**config.mk**
```make
export PLATFORM = sky130hd
export DESIGN_NAME = mult_div_unit
export DESIGN_NICKNAME = d
export VERILOG_FILES = /design/src/rtl/md_pkg.sv /design/src/rtl/div_core.sv /design/src/rtl/mult_div_unit.sv
export SDC_FILE = /design/constraint.sdc
export NUM_CORES = 1
export LEC_CHECK = 0
export ABC_AREA = 1
export BUFFER_PORTS_ARGS = -buffer_cell sky130_fd_sc_hd__buf_2
export CAP_MARGIN = 20
export CORE_AREA = 2 2 195 178
export CTS_BUF_LIST = sky130_fd_sc_hd__clkbuf_4 sky130_fd_sc_hd__clkbuf_8
export DETAILED_ROUTE_END_ITERATION = 8
export DIE_AREA = 0 0 197 180
export PLACE_DENSITY = 0.9
export SLEW_MARGIN = 40
export SYNTH_ARGS = -nofsm -noshare
export SYNTH_HDL_FRONTEND = slang
export SYNTH_SLANG_ARGS = --single-unit
```
**constraint.sdc**
```tcl
create_clock -name clock -period 3.75 [get_ports clock]
set_clock_uncertainty 0.15 [all_clocks]
set_input_delay 0.375 -clock clock [delete_from_list [all_inputs] [get_ports clock]]
set_output_delay 0.375 -clock clock [all_outputs]
set_load 0.005 [all_outputs]
```
**src/rtl/md_pkg.sv**
```systemverilog
// Shared constants for the multiply/divide unit and the control unit that drives it.
// Holds the FSM encoding, the default operand width and the MIPS funct codes.
package md_pkg;

  localparam int MD_WIDTH = 32;

  localparam logic [2:0] ST_IDLE     = 3'd0;
  localparam logic [2:0] ST_MULT_RUN = 3'd1;
  localparam logic [2:0] ST_DIV_RUN  = 3'd2;
  localparam logic [2:0] ST_DIV_FIX  = 3'd3;
  localparam logic [2:0] ST_DONE     = 3'd4;

  // funct field values decoded by the control unit for R-type mult/div
  localparam logic [5:0] MULT_F = 6'b011000;
  localparam logic [5:0] DIV_F  = 6'b011010;

endpackage

```
**src/rtl/div_core.sv**
```systemverilog
// Unsigned restoring divider datapath: one quotient bit per enabled cycle.
// Quotient bits shift into the register that initially holds the dividend.
module div_core #(
  parameter int WIDTH = 32
) (
  input  logic             clock,
  input  logic             reset,
  input  logic             load,
  input  logic             enable,
  input  logic [WIDTH-1:0] dividend,
  input  logic [WIDTH-1:0] divisor,
  output logic [WIDTH-1:0] quotient,
  output logic [WIDTH-1:0] remainder
);

  logic [WIDTH-1:0] quo_q, quo_d;
  logic [WIDTH-1:0] rem_q, rem_d;
  logic [WIDTH-1:0] dvs_q, dvs_d;
  logic [WIDTH:0]   shifted;
  logic [WIDTH:0]   diff;

  // Trial subtraction is one bit wider so the borrow decides restore vs. keep.
  always_comb begin
    quo_d   = quo_q;
    rem_d   = rem_q;
    dvs_d   = dvs_q;
    shifted = {rem_q, quo_q[WIDTH-1]};
    diff    = shifted - {1'b0, dvs_q};
    if (load) begin
      quo_d = dividend;
      rem_d = '0;
      dvs_d = divisor;
    end else if (enable) begin
      if (!diff[WIDTH]) begin
        rem_d = diff[WIDTH-1:0];
        quo_d = {quo_q[WIDTH-2:0], 1'b1};
      end else begin
        rem_d = shifted[WIDTH-1:0];
        quo_d = {quo_q[WIDTH-2:0], 1'b0};
      end
    end
  end

  always_ff @(posedge clock) begin
    if (!reset) begin
      quo_q <= '0;
      rem_q <= '0;
      dvs_q <= '0;
    end else begin
      quo_q <= quo_d;
      rem_q <= rem_d;
      dvs_q <= dvs_d;
    end
  end

  assign quotient  = quo_q;
  assign remainder = rem_q;

endmodule

```
**src/rtl/mult_div_unit.sv**
```systemverilog
// Multicycle signed multiply (radix-2 Booth) and divide (restoring on magnitudes)
// responder for the MIPS control unit; HI/LO only change when a result completes.
module mult_div_unit
  import md_pkg::*;
#(
  parameter int WIDTH = MD_WIDTH,
  parameter int CNT_W = 6
) (
  input  logic             clock,
  input  logic             reset,
  input  logic             start_mult,
  input  logic             start_div,
  input  logic [WIDTH-1:0] a,
  input  logic [WIDTH-1:0] b,
  output logic             busy,
  output logic             done,
  output logic             div_zero,
  output logic [WIDTH-1:0] hi,
  output logic [WIDTH-1:0] lo
);

  logic [2:0]       state_q, state_d;
  logic [CNT_W-1:0] cnt_q, cnt_d;
  logic [WIDTH:0]   acc_q, acc_d;
  logic [WIDTH:0]   mcand_q, mcand_d;
  logic [WIDTH-1:0] mplr_q, mplr_d;
  logic             qm1_q, qm1_d;
  logic [WIDTH-1:0] hi_q, hi_d, lo_q, lo_d;
  logic             dz_q, dz_d;
  logic             negq_q, negq_d, negr_q, negr_d;
  logic [WIDTH:0]   addend, booth_sum;
  logic             div_load, div_en;
  logic [WIDTH-1:0] abs_a, abs_b, quo, rem;
  logic             last_step;

  assign abs_a     = a[WIDTH-1] ? -a : a;
  assign abs_b     = b[WIDTH-1] ? -b : b;
  assign last_step = (cnt_q == CNT_W'(WIDTH - 1));

  div_core #(.WIDTH(WIDTH)) u_div_core (
    .clock     (clock),
    .reset     (reset),
    .load      (div_load),
    .enable    (div_en),
    .dividend  (abs_a),
    .divisor   (abs_b),
    .quotient  (quo),
    .remainder (rem)
  );

  // Accumulator is one bit wider so subtracting -2^(WIDTH-1) cannot overflow.
  always_comb begin
    case ({mplr_q[0], qm1_q})
      2'b01:   addend = mcand_q;
      2'b10:   addend = -mcand_q;
      default: addend = '0;
    endcase
    booth_sum = acc_q + addend;
  end

  always_comb begin
    state_d  = state_q;
    cnt_d    = cnt_q;
    acc_d    = acc_q;
    mcand_d  = mcand_q;
    mplr_d   = mplr_q;
    qm1_d    = qm1_q;
    hi_d     = hi_q;
    lo_d     = lo_q;
    dz_d     = dz_q;
    negq_d   = negq_q;
    negr_d   = negr_q;
    div_load = 1'b0;
    div_en   = 1'b0;
    case (state_q)
      ST_IDLE: begin
        if (start_mult) begin
          mcand_d = {a[WIDTH-1], a};
          mplr_d  = b;
          acc_d   = '0;
          qm1_d   = 1'b0;
          cnt_d   = '0;
          dz_d    = 1'b0;
          state_d = ST_MULT_RUN;
        end else if (start_div) begin
          if (b == '0) begin
            dz_d    = 1'b1;
            state_d = ST_DONE;
          end else begin
            div_load = 1'b1;
            negq_d   = a[WIDTH-1] ^ b[WIDTH-1];
            negr_d   = a[WIDTH-1];
            cnt_d    = '0;
            dz_d     = 1'b0;
            state_d  = ST_DIV_RUN;
          end
        end
      end
      ST_MULT_RUN: begin
        acc_d  = {booth_sum[WIDTH], booth_sum[WIDTH:1]};
        mplr_d = {booth_sum[0], mplr_q[WIDTH-1:1]};
        qm1_d  = mplr_q[0];
        cnt_d  = cnt_q + CNT_W'(1);
        if (last_step) begin
          hi_d    = booth_sum[WIDTH:1];
          lo_d    = {booth_sum[0], mplr_q[WIDTH-1:1]};
          state_d = ST_DONE;
        end
      end
      ST_DIV_RUN: begin
        div_en = 1'b1;
        cnt_d  = cnt_q + CNT_W'(1);
        if (last_step) state_d = ST_DIV_FIX;
      end
      ST_DIV_FIX: begin
        lo_d    = negq_q ? -quo : quo;
        hi_d    = negr_q ? -rem : rem;
        state_d = ST_DONE;
      end
      ST_DONE: begin
        dz_d    = 1'b0;
        state_d = ST_IDLE;
      end
      default: state_d = ST_IDLE;
    endcase
  end

  always_ff @(posedge clock) begin
    if (!reset) begin
      state_q <= ST_IDLE;
      cnt_q   <= '0;
      acc_q   <= '0;
      mcand_q <= '0;
      mplr_q  <= '0;
      qm1_q   <= 1'b0;
      hi_q    <= '0;
      lo_q    <= '0;
      dz_q    <= 1'b0;
      negq_q  <= 1'b0;
      negr_q  <= 1'b0;
    end else begin
      state_q <= state_d;
      cnt_q   <= cnt_d;
      acc_q   <= acc_d;
      mcand_q <= mcand_d;
      mplr_q  <= mplr_d;
      qm1_q   <= qm1_d;
      hi_q    <= hi_d;
      lo_q    <= lo_d;
      dz_q    <= dz_d;
      negq_q  <= negq_d;
      negr_q  <= negr_d;
    end
  end

  assign busy     = (state_q != ST_IDLE);
  assign done     = (state_q == ST_DONE);
  assign div_zero = done & dz_q;
  assign hi       = hi_q;
  assign lo       = lo_q;

endmodule

```
==> flow_summary.json <==
{
  "status": "finished clean",
  "hold_class": "in -> reg",
  "die_h_um": 180,
  "irDropWorstVdd_mv": 0.462,
  "yosys_warnings": 0,
  "tritoncts": "built",
  "rsz0062_at_grt": "true",
  "drive_gt1_share_pct": 10.2,
  "power.leakage_nw": 10.2,
  "vias": 22760,
  "hold_viol_final": 0,
  "synth_area_um2": 19800,
  "wirelength_um": 67400,
  "first_pass_iters": 7,
  "worstPathArrival_ps": 3850,
  "boundaryPins": 135,
  "grt_max_degree": 84,
  "cts_max_level": 2,
  "layout_min_cycle_time_ps": 3540,
  "synth_cells": 3257,
  "area_delta_synth_final_pct": 12.6,
  "place.gp.congestion": 1.00,
  "reg2reg_depth": 16,
  "ant_nets": 0,
  "worstMarginPinSlew_ps": 831,
  "initial_utilization_pct": 59.2,
  "synth_ff_type": "dfxtp_1",
  "grt_pass1_wl_um": 106000,
  "start_kind": "register",
  "layout_common_cells": "nand2_1 (901), inv_1 (342), a21oi_1 (328), nor2_1 (315), dfxtp_1 (269)",
  "drt_iter0_markers": 2969,
  "die_w_um": 197,
  "final_core_util_pct": 66.7,
  "hold-path-cell-count": 3,
  "io_buffers": 134,
  "fmax_ghz": 0.283,
  "yosys.cell_types.count": 51,
  "antenna_found_initial": 0,
  "final_common_cell": "nand2_1",
  "clkTransAtPathRegs_ps": 60,
  "period_share_pct": 94.3,
  "synth_edf_count": 0,
  "core_um2": 33500,
  "avgViaCountPerCell": 5.91,
  "grt_pass1_vias": 20355,
  "cts_inserted_buffers": 48,
  "synth-seq-area-share_pct": 27.2,
  "wire_per_inst_um": 17.5,
  "endpoint_kind": "register",
  "fp-row-count": 64,
  "worstSetupPathType": "reg -> reg",
  "synthArstFlopShare_pct": 0,
  "route.detailed.drc": 0,
  "nNetsFinal": 3534,
  "setup_tns_ps": 0,
  "powerDensity_nw_per_um2": 480,
  "avgSynthCellArea_um2": 6.09,
  "drv_cap": 0,
  "cts_root_buf": "clkbuf_8",
  "crit_fanout": 6,
  "clk_latency_ps": 620,
  "synth-seq-cells": 269,
  "diodes": 0,
  "track_usage_pct": 36.9,
  "clockBufferDepth": 3,
  "dieArea_um2": 35500,
  "synth_fp_nets": 3399,
  "worstPathRequired_ps": 4060,
  "globalRoute.totalOverflow": 0,
  "clock-sinks": 269,
  "setup_viol": 0,
  "slew_violations": 0,
  "maxSlewHeadroom_pct": 44.6,
  "dp_hpwl_um": 49700
}
state kept, by name, summed over array words and instances, names as in the netlist, 3 cells and up:
signal,count
u_div_core.dvs_q,32
cnt_q,6
state_q,3
u_div_core.quotient,32
mplr_q,32
acc_q,32
u_div_core.remainder,32
mcand_q,32
lo,32
hi,32
synth_stat cells (all sizes together) (4+ instances only):
master,count,share of area [%]
o32ai,4,0.18
o22ai,5,0.16
a21boi,5,0.19
dfxtp,269,27
inv,350,6.6
o21bai,13,0.49
nand2,921,18
ha,72,4.5
nand3,226,5.8
buf,57,1.6
nor3,49,1.3
a31oi,64,2.0
o221ai,13,0.57
o211ai,24,0.91
o21ai,234,6.0
a21oi,344,8.7
or2,10,0.32
nor4,9,0.32
nor2,341,6.9
a211oi,6,0.23
o31ai,5,0.19
nand3b,9,0.40
xor2,66,2.9
nand4,34,1.1
clkbuf,76,1.4
xnor2,31,1.4
a21o,5,0.19
timing repair:
item / in CTS / in global routing
hold endpoints to repair: 51 / 0
resized for setup: 0 / 35
buffers inserted: 0 / 3
endpoints found under the setup margin: 0 / 36
hold buffers: 47 / 0
critical path, cell delays in order (launching register included):
cell and delay [ps]:
dfxtp_1 330, inv_1 80, ha_1 180, nand2_1 130, nor2_4 190, inv_1 80, nor2_1 130, o21ai_0 90
a221oi_1 360, ha_1 360, a21oi_1 210, o21ai_0 150, inv_1 70, nand2_1 120, xor2_1 200, o21ai_0 440
a21oi_1 120
power by group:
| group | internal [mW] | switching, mW | total [mW] |
|---|---|---|---|
| sequential | 3.17 | 0.379 | 3.55 |
| combinational | 1.33 | 3.02 | 4.35 |
| clock | 1.49 | 1.32 | 2.81 |
| total | 6.00 | 4.71 | 10.7 |
kinds of logic (layout without fill, tap and decap cells):
logic type,count (synthesis),after routing,share of synthesized area (%)
xor gates and xnor gates,97,97,4.28
buffers and inverters,486,649,9.72
DFF,269,269,27.2
adders and majority gates,74,74,4.75
AOI/OAI and AO/OA,729,729,20.1
and+or+nand+nor,1602,1602,34.0
through the flow:
stage / total power, mW / cell area [um^2] / worst slack [ps] / cells / hold WS, ps
4_1_cts: 10.5 / 22200 / 92.5 / 3846 / 7.71
3_3_place_gp: 7.63 / 20700 / 157 / 3720 / 300
6_report: 10.7 / 22300 / 212 / 3849 / 29.2
5_1_grt: 11.3 / 22300 / -75.3 / 3849 / 39.5
2_1_floorplan: 6.57 / 19800 / 441 / 3257 / 283
3_5_place_dp: 7.67 / 20800 / 129 / 3721 / 305
final timing paths:
kind / start / end / slack, ps
max reg2reg: mcand_q[0]$_SDFFE_PN0P_ / hi[10]$_SDFFE_PN0P_ / 210
max: mcand_q[0]$_SDFFE_PN0P_ / hi[10]$_SDFFE_PN0P_ / 210
min: a[15] / mcand_q[15]$_SDFFE_PN0P_ / 30
min reg2reg: hi[15]$_SDFFE_PN0P_ / hi[15]$_SDFFE_PN0P_ / 310
per-layer routing:
layer / GRT usage, % / vias up / part of all wire (%)
met5: 0 / - / 0
met4: 14.4 / 0 / 4.6
met3: 6.85 / 229 / 11
met2: 57.3 / 1332 / 43
met1: 50.5 / 10192 / 42
li1: - / 11007 / -
final cells by class:
type	count	area, um^2
clock inverter	13	119
multi-input combinational	2502	12700
sequential	269	5390
clock buffer	65	820
inverter	353	1340
fill	2964	11200
timing repair buffer	218	1450
tap	429	537
Note: power is estimated with default switching activity, not from simulation.
